==> config.mk <==
export PLATFORM = sky130hd
export DESIGN_NAME = bitfusion_mac
export DESIGN_NICKNAME = d
export VERILOG_FILES = /design/src/rtl/bitfusion_mac.sv
export SDC_FILE = /design/constraint.sdc
export NUM_CORES = 1
export LEC_CHECK = 0
export CORE_AREA = 2 2 137 139
export CTS_CLUSTER_DIAMETER = 40
export DETAILED_ROUTE_END_ITERATION = 7
export DIE_AREA = 0 0 139 141
export GPL_TIMING_DRIVEN = 0
export HOLD_SLACK_MARGIN = 0.03
export RECOVER_POWER = 100
export SYNTH_ARGS = -nofsm -noshare
export SYNTH_HDL_FRONTEND = slang
export SYNTH_SLANG_ARGS = --single-unit
==> constraint.sdc <==
create_clock -name CLK_125MHZ_FPGA -period 14.9 [get_ports CLK_125MHZ_FPGA]
set_clock_uncertainty 0.05 [all_clocks]
set_input_delay 2.98 -clock CLK_125MHZ_FPGA [delete_from_list [all_inputs] [get_ports CLK_125MHZ_FPGA]]
set_output_delay 2.98 -clock CLK_125MHZ_FPGA [all_outputs]
set_load 0.005 [all_outputs]
==> src/rtl/bitfusion_mac.sv <==
// bitfusion_mac: precision-configurable multiply-accumulate unit.
// A single 2-bit BitBrick slice is reused over time. Each slice of the
// activation is multiplied by the extended weight, and the products are summed
// into a wide product register. The finished product is then added into psum.
// Optional feature macro: BITFUSION_SAT_EN. When it is defined, the accumulate
// saturates to the signed ACC_W range. When it is not defined, the accumulate
// wraps modulo 2^ACC_W.
module bitfusion_mac #(
  parameter int MAX_BITS = 8,
  parameter int ACC_W    = 24
) (
  input  logic                CLK_125MHZ_FPGA,
  input  logic                rst,
  input  logic                in_valid,
  output logic                in_ready,
  input  logic [MAX_BITS-1:0] in,
  input  logic [MAX_BITS-1:0] weight,
  input  logic                s_in,
  input  logic                s_weight,
  input  logic [1:0]          prec_in,
  input  logic [1:0]          prec_weight,
  input  logic                acc_clear,
  output logic [ACC_W-1:0]    psum,
  output logic                psum_valid
);

  localparam int PROD_W = 2 * MAX_BITS + 2;   // full product register width
  localparam int PP_W   = MAX_BITS + 4;       // 3-bit slice x (MAX_BITS+1)-bit weight
  localparam int SLICES = MAX_BITS / 2;
  localparam int CNT_W  = (SLICES > 1) ? $clog2(SLICES) : 1;

  typedef enum logic {IDLE = 1'b0, BUSY = 1'b1} state_t;

  // Active operand width for a precision code, clamped to MAX_BITS.
  function automatic int prec_width(input logic [1:0] code);
    int w;
    case (code)
      2'd0:    w = 2;
      2'd1:    w = 4;
      2'd2:    w = 8;
      default: w = MAX_BITS;
    endcase
    return (w > MAX_BITS) ? MAX_BITS : w;
  endfunction

  // Ones over the active LSB-aligned field.
  function automatic logic [MAX_BITS-1:0] field_mask(input int width);
    return {MAX_BITS{1'b1}} >> (MAX_BITS - width);
  endfunction

  // Sign- or zero-extend the active field to MAX_BITS+1 bits; high junk dropped.
  function automatic logic [MAX_BITS:0] extend_op(input logic [MAX_BITS-1:0] v,
                                                  input int width, input logic sgn);
    logic [MAX_BITS-1:0] mask;
    logic [MAX_BITS-1:0] top;
    logic                neg;
    mask = field_mask(width);
    top  = {{(MAX_BITS-1){1'b0}}, 1'b1} << (width - 1);
    neg  = sgn && ((v & top) != {MAX_BITS{1'b0}});
    return neg ? {1'b1, v | ~mask} : {1'b0, v & mask};
  endfunction

  state_t                     state_r, state_n;
  logic                       in_ready_r, psum_valid_r;
  logic [ACC_W-1:0]           psum_r, psum_next_s;
  logic [CNT_W-1:0]           cnt_r, last_r;
  logic [MAX_BITS-1:0]        act_r;
  logic [MAX_BITS:0]          wext_r;
  logic                       s_in_r, clear_r;
  logic signed [PROD_W-1:0]   prod_r, pp_shift_s, prod_next_s;
  logic signed [PP_W-1:0]     pp_s;
  logic [1:0]                 slice_s;
  logic signed [2:0]          slice_ext_s;
  logic                       start_s, last_s;

  // Next-state logic: accept in IDLE, step one slice per cycle in BUSY
  always_comb begin
    state_n = state_r;
    start_s = 1'b0;
    last_s  = 1'b0;
    case (state_r)
      IDLE: begin
        if (in_valid) begin
          state_n = BUSY;
          start_s = 1'b1;
        end else begin
          state_n = IDLE;
        end
      end
      BUSY: begin
        if (cnt_r == last_r) begin
          state_n = IDLE;
          last_s  = 1'b1;
        end else begin
          state_n = BUSY;
        end
      end
      default: state_n = IDLE;
    endcase
  end

  // Slice partial product and accumulate value (the top activation slice may be signed)
  always_comb begin
    slice_s = 2'(act_r >> {cnt_r, 1'b0});
    if (s_in_r && (cnt_r == last_r)) begin
      slice_ext_s = {slice_s[1], slice_s};
    end else begin
      slice_ext_s = {1'b0, slice_s};
    end
    pp_s        = PP_W'(slice_ext_s) * PP_W'($signed(wext_r));
    pp_shift_s  = PROD_W'(pp_s) << {cnt_r, 1'b0};
    prod_next_s = prod_r + pp_shift_s;
    psum_next_s = {ACC_W{1'b0}};
`ifdef BITFUSION_SAT_EN
    begin : sat_acc
      localparam int SUM_W = ((ACC_W > PROD_W) ? ACC_W : PROD_W) + 1;
      logic signed [SUM_W-1:0]  base_s, sum_s;
      logic [SUM_W-ACC_W:0]     hi_s;
      if (clear_r) begin
        base_s = {SUM_W{1'b0}};
      end else begin
        base_s = SUM_W'($signed(psum_r));
      end
      sum_s = base_s + SUM_W'(prod_next_s);
      hi_s  = sum_s[SUM_W-1:ACC_W-1];
      if ((&hi_s) || !(|hi_s)) begin
        psum_next_s = sum_s[ACC_W-1:0];
      end else if (sum_s[SUM_W-1]) begin
        psum_next_s = {1'b1, {(ACC_W-1){1'b0}}};
      end else begin
        psum_next_s = {1'b0, {(ACC_W-1){1'b1}}};
      end
    end
`else
    if (clear_r) begin
      psum_next_s = ACC_W'(prod_next_s);
    end else begin
      psum_next_s = psum_r + ACC_W'(prod_next_s);
    end
`endif
  end

  // State, handshake and result-pulse registers
  always_ff @(posedge CLK_125MHZ_FPGA or posedge rst) begin
    if (rst) begin
      state_r      <= IDLE;
      in_ready_r   <= 1'b1;
      psum_valid_r <= 1'b0;
    end else begin
      state_r      <= state_n;
      in_ready_r   <= (state_n == IDLE);
      psum_valid_r <= last_s;
    end
  end

  // Operand capture on transfer, slice stepping, and psum write on the last slice
  always_ff @(posedge CLK_125MHZ_FPGA or posedge rst) begin
    if (rst) begin
      act_r   <= {MAX_BITS{1'b0}};
      wext_r  <= {(MAX_BITS+1){1'b0}};
      last_r  <= {CNT_W{1'b0}};
      cnt_r   <= {CNT_W{1'b0}};
      s_in_r  <= 1'b0;
      clear_r <= 1'b0;
      prod_r  <= {PROD_W{1'b0}};
      psum_r  <= {ACC_W{1'b0}};
    end else if (start_s) begin
      act_r   <= in & field_mask(prec_width(prec_in));
      wext_r  <= extend_op(weight, prec_width(prec_weight), s_weight);
      last_r  <= CNT_W'(prec_width(prec_in) / 2 - 1);
      cnt_r   <= {CNT_W{1'b0}};
      s_in_r  <= s_in;
      clear_r <= acc_clear;
      prod_r  <= {PROD_W{1'b0}};
    end else if (state_r == BUSY) begin
      if (last_s) begin
        psum_r <= psum_next_s;
      end else begin
        prod_r <= prod_next_s;
        cnt_r  <= cnt_r + CNT_W'(1);
      end
    end
  end

  assign in_ready   = in_ready_r;
  assign psum       = psum_r;
  assign psum_valid = psum_valid_r;

endmodule

==> results_dict.tcl, run 1 <==
set metrics [dict create \
    slew-limit-headroom_pct -150.3 \
    ys_seq_area_share_pct 28.04 \
    violations "max-capacitance violations, max-slew violations" \
    io_pins 52 \
    synth_nets 798 \
    worstSetupPathType "register to register" \
    syn2layout_area_growth_pct 17.74 \
    fillers 1869 \
    endpoint "psum[23]" \
    ff2ff_path_depth 33 \
    design.die.area_um2 19600 \
    fin_crit_ps 9642 \
    via_count 5159 \
    syn-cell-area_um2 6072 \
    die_w_um 139 \
    insertion_delay_ps 340 \
    die_h_um 141 \
    post_drt_wl_per_cell_um 15.08 \
    synth_top_family_by_area "compound AO/OA/AOI/OAI gates" \
    drt-pass1-iter-count 4 \
    multi_input_area_um2 4101 \
    final_nets 861 \
    num_antenna_cells 0 \
    drive_gt1_share_pct 4.731 \
    synth_compound_area_share_pct 21.33 \
    final-seq-area_um2 1703 \
    hold_buffers 0 \
    clock_path_buffers 2 \
    reg2reg_slack_ps 5260 \
    critPathLaunch "cnt_r[0]" \
    viasPerCell 5.185 \
    ant_nets 0 \
    setup_viol 0 \
    antenna_found_initial 0 \
    cts_resized 0 \
    fmax_mhz 103.7 \
    gp_congestion 0.8672 \
    grt_max_degree 68 \
    r2r_start "cnt_r[0]" \
    num_rows 50 \
    slowest_delay_ps 990 \
    rsz0062_at_grt "no" \
    grt_pass1_vias 5014 \
    drtIter0Drc 318 \
    crit_path_top_delay_cell "xor2_1" \
    grt_pass1_wl_um 24990 \
    synth_ff_type "dfrtp_1" \
    synth_area_leaders "dfrtp_1 28%, ha_1 14%, nand2_1 5.9%, o21ai_0 4.0%, fa_1 4.0%" \
    fin_crit_sh_pct 64.71 \
    synth_edf_count 0 \
    synth_mux_area_share_pct 4.842 \
    cts.sinks 68 \
    drt_wl_total_um 15000 \
    synth_simple_gate_area_share_pct 17.91 \
    cts_buffers 9 \
    maxCapViolCount 1 \
    yosysTopAreaCellShare_pct 27.61 \
    io_buffers 51 \
    initial_core_util_pct 33.24 \
    grt_overflow 0 \
    worstPathRequired_ps 15070 \
    cts_setup_buffers 0 \
    yosys_warnings 0 \
    cp_max_fo 16 \
    synth.avg_cell_area_um2 8.762 \
    maxSlewViolCount 68 \
    cts_tree "done" \
    coreArea_um2 18270 \
    netlist-cell-type-count 65 \
    hold_path_class "register to register" \
    setup-tns-final_ps 0 \
    end_kind "register" \
    synthAdderAreaFrac_pct 17.76 \
    syn-instance-count 693 \
    ctsRootBufferMaster "clkbuf_16" \
    ys_async_sr_fraction_pct 100.0 \
    start_kind "register" \
    outcome "complete, but fails checks" \
    worstPathArrival_ps 9810 \
    worst_pin_slew_ps 3754 \
    drc 0 \
    r2r-end "psum[23]" \
    synth_seq_cells 68 \
    clk_pin_slew_ps 60 \
    hold_viol 0 \
    h-tree-depth 3 \
    grt_use_total_pct 15.63 \
    dp_hpwl_um 11330 \
    yosysTopAreaCell "dfrtp_1" \
    synth_xor_area_share_pct 6.697 \
]
==> metrics by stage <==
step	std cells	hold WS [ps]	cell area [um2]	setup slack, ps	utilization [%]
after CTS	995	441.8	7234	5808	39.60
after global routing	995	475.3	7149	4485	39.14
after global placement	978	411.3	6875	5865	37.64
final	995	440.9	7149	5258	39.14
after floorplan	693	394.6	6072	6992	-
after detailed placement	979	429.6	6905	5846	37.80
==> layout make-up <==
class / instances / share of cell area [%]
inverters: 21 / 1.120
well taps: 234 / 4.095
multi-input cells: 575 / 57.37
repair buffers: 52 / 7.193
flip-flops and latches: 68 / 23.82
clock inverters: 4 / 1.015
clock buffers: 12 / 3.588
plain buffers: 29 / 1.803
==> cells in the final DEF, fill, tap and decap left out, types with 27 or more instances in the layout <==
master	n
a21o_1	31
a21oi_1	43
clkbuf_1	27
dfrtp_1	67
dlygate4sd3_1	29
ha_1	67
nand2_1	96
nand3_1	29
nor2_1	42
o21ai_0	51
==> cell families (layout without fill, tap and decap cells) <==
family          count (synthesis)  count (layout)
xor+xnor                       44              44
compound gates                194             194
simple gates                  232             232
flops                          68              68
mux                            26              26
buf+inv                        50             118
fa+ha+maj                      79              79
==> worst max-delay path, delay by kind of cell, from the launching register on <==
kind | cells | cell delay [ps]
buffers and inverters | 3 | 570
adders and majority gates | 6 | 2180
muxes | 1 | 450
DFF | 1 | 360
xor gates and xnor gates | 2 | 1340
AOI/OAI and AO/OA | 11 | 2450
and+or+nand+nor | 10 | 2070
==> worst min path at each step <==
stage                         from  slack (ps)  endpoint  cells past startpoint
after floorplan           act_r[5]         390  act_r[5]                      2
after global placement    act_r[5]         410  act_r[5]                      2
after detailed placement  act_r[5]         430  act_r[5]                      2
after CTS                 act_r[5]         440  act_r[5]                      2
after global routing      act_r[6]         480  act_r[6]                      2
final                     act_r[5]         440  act_r[5]                      2
==> flip-flops by register name (all words and copies together), names as in the netlist <==
name	flops
psum	24
prod_r	18
wext_r	9
act_r	8
cnt_r	2
last_r	2
clear_r	1
in_ready	1
psum_valid	1
s_in_r	1
state_r	1
==> cell usage after synthesis (all sizes together), types with 7 or more instances <==
master and number:
o21a 8, and3 7, and2 17, clkbuf 27, xnor2 25, fa 12
nand2 96, dfrtp 67, nor3 8, nand2b 8, a21o 31, ha 67
nor2 42, a31oi 12, o21ai 51, inv 20, a21oi 43, o21bai 7
mux2i 17, xor2 18, nand3 29, mux2 7
==> per-layer routing <==
layer  wire length, um  GRT usage (%)  vias up
met5                 0              0        -
met4               252          5.157        0
met3               455          2.310       20
met2              6862          24.68       81
met1              7433          22.05     2437
li1                  -              -     2621
Power of run 1 is left out: the tool's default activity adds up to more than one toggle a clock period on the data nets, which glitch-free logic cannot reach.
==> run 2, diff against run 1 <==
clock period = 9 ns   (was 14.9 ns; I/O delays follow)
==> run 2 against run 1 <==
The run still ends with max-capacitance violations, max-slew violations left. Design area increased by 1.0%. Non-clock buffer count is 3 higher. Sequential share of layout area fell by 0.24 points. Worst hold slack worse by 5.4 ps. Via count rose by 0.12%. Critical path depth decreased by 1.
==> results_dict.tcl, run 2 (synthesis gave the netlist of run 1 again) <==
set metrics [dict create \
    drt_wl_total_um 15010 \
    post_drt_wl_per_cell_um 15.04 \
    reg2reg_slack_ps 580 \
    grt_use_total_pct 15.64 \
    clock_path_buffers 2 \
    maxCapViolCount 1 \
    worstHoldStart "act_r[5]" \
    cts_tree "done" \
    rsz0062_at_grt "no" \
    place_area_um2 6905 \
    drive_gt1_share_pct 5.890 \
    r2r-end "psum[23]" \
    ant_nets 0 \
    io_buffers 51 \
    fin_crit_ps 8418 \
    gp_congestion 0.8672 \
    num_rows 50 \
    design.die.area_um2 19600 \
    io_pins 52 \
    slowest_delay_ps 520 \
    crit_path_top_delay_cell "fa_1" \
    multi_input_area_um2 4150 \
    fin_crit_sh_pct 93.53 \
    setup-tns-final_ps 0 \
    worst_pin_slew_ps 3753 \
    worstSetupPathType "register to register" \
    die_w_um 139 \
    viasPerCell 5.175 \
    antenna_found_initial 0 \
    drt-pass1-iter-count 4 \
    end_kind "register" \
    initial_core_util_pct 33.24 \
    die_h_um 141 \
    slew-limit-headroom_pct -150.2 \
    layout_commonest_cell "nand2_1" \
    worstPathArrival_ps 8590 \
    start_kind "register" \
    worstHoldEndpoint "act_r[5]" \
    syn2layout_area_growth_pct 18.94 \
    violations "max-capacitance violations, max-slew violations" \
    grt_pass1_wl_um 25000 \
    setup_viol 0 \
    cts_buffers 9 \
    grt_overflow 0 \
    fmax_mhz 118.8 \
    final_nets 864 \
    coreArea_um2 18270 \
    clk_pin_slew_ps 60 \
    hold_path_class "register to register" \
    ctsRootBufferMaster "clkbuf_16" \
    insertion_delay_ps 340 \
    h-tree-depth 3 \
    cts.sinks 68 \
    maxSlewViolCount 68 \
    fillers 1859 \
    drc 0 \
    cp_max_fo 10 \
    via_count 5165 \
    final-seq-area_um2 1703 \
    outcome "complete, but fails checks" \
    grt_pass1_vias 5021 \
    largest_reg_flops 24 \
    r2r_start "cnt_r[0]" \
    final_area_um2 7222 \
    worstPathRequired_ps 9170 \
    hold_viol 0 \
    dp_hpwl_um 11330 \
    ff2ff_path_depth 32 \
    mostFrequentLayoutCells "96 x nand2_1, 67 x ha_1, 67 x dfrtp_1" \
    grt_max_degree 68 \
    min_delay_path_depth 2 \
    num_antenna_cells 0 \
    drtIter0Drc 289 \
]
run 2: layout make-up:
type / count / share of cell area (%)
clock buffer: 12 / 3.552
timing repair buffer: 55 / 7.432
inverter: 21 / 1.109
buffer: 29 / 1.802
sequential: 68 / 23.58
clock inverter: 4 / 1.005
multi-input combinational: 575 / 57.47
tap: 234 / 4.054
run 2: metrics by stage:
stage                     util (%)  std cells  hold WS [ps]  setup WS, ps
after floorplan                  -        693         394.6          1092
after global placement       37.64        978         411.3        -35.27
after detailed placement     37.80        979         429.6        -54.11
after CTS                    39.66        995         441.8         105.6
after global routing         39.53        998         475.3         54.78
final                        39.53        998         435.5         582.4
run 2: worst max-delay path by stage:
stage	startpoint	endpoint	slack (ps)
2_1_floorplan	cnt_r[0]	psum[23]	1090
3_3_place_gp	cnt_r[0]	psum[23]	-40
3_5_place_dp	cnt_r[0]	psum[23]	-50
4_1_cts	cnt_r[0]	psum[23]	110
5_1_grt	cnt_r[0]	psum[23]	50
6_report	cnt_r[0]	psum[23]	580
run 2: per-layer routing:
layer  track usage, %  share of wire, %
met1            22.05                50
met2            24.68                46
met3            2.310               2.9
met4            5.157               1.6
met5                0                 0
run 2: critical path: cells and delay by family, from the launching register on:
family | cells | cell delay, ps
adders and majority gates | 6 | 2230
DFF | 1 | 390
xor gates and xnor gates | 1 | 200
AOI/OAI and AO/OA | 13 | 3040
buffers and inverters | 5 | 570
muxes | 1 | 430
and+or+nand+nor | 6 | 1380
run 2: timing repair:
action,CTS,global route
gates cloned,0,0
setup endpoints to repair,1,5
pin swaps,0,1
hold buffers,0,0
buffers inserted,0,3
gates resized for setup,1,3
Power of run 2 is left out for the same reason.
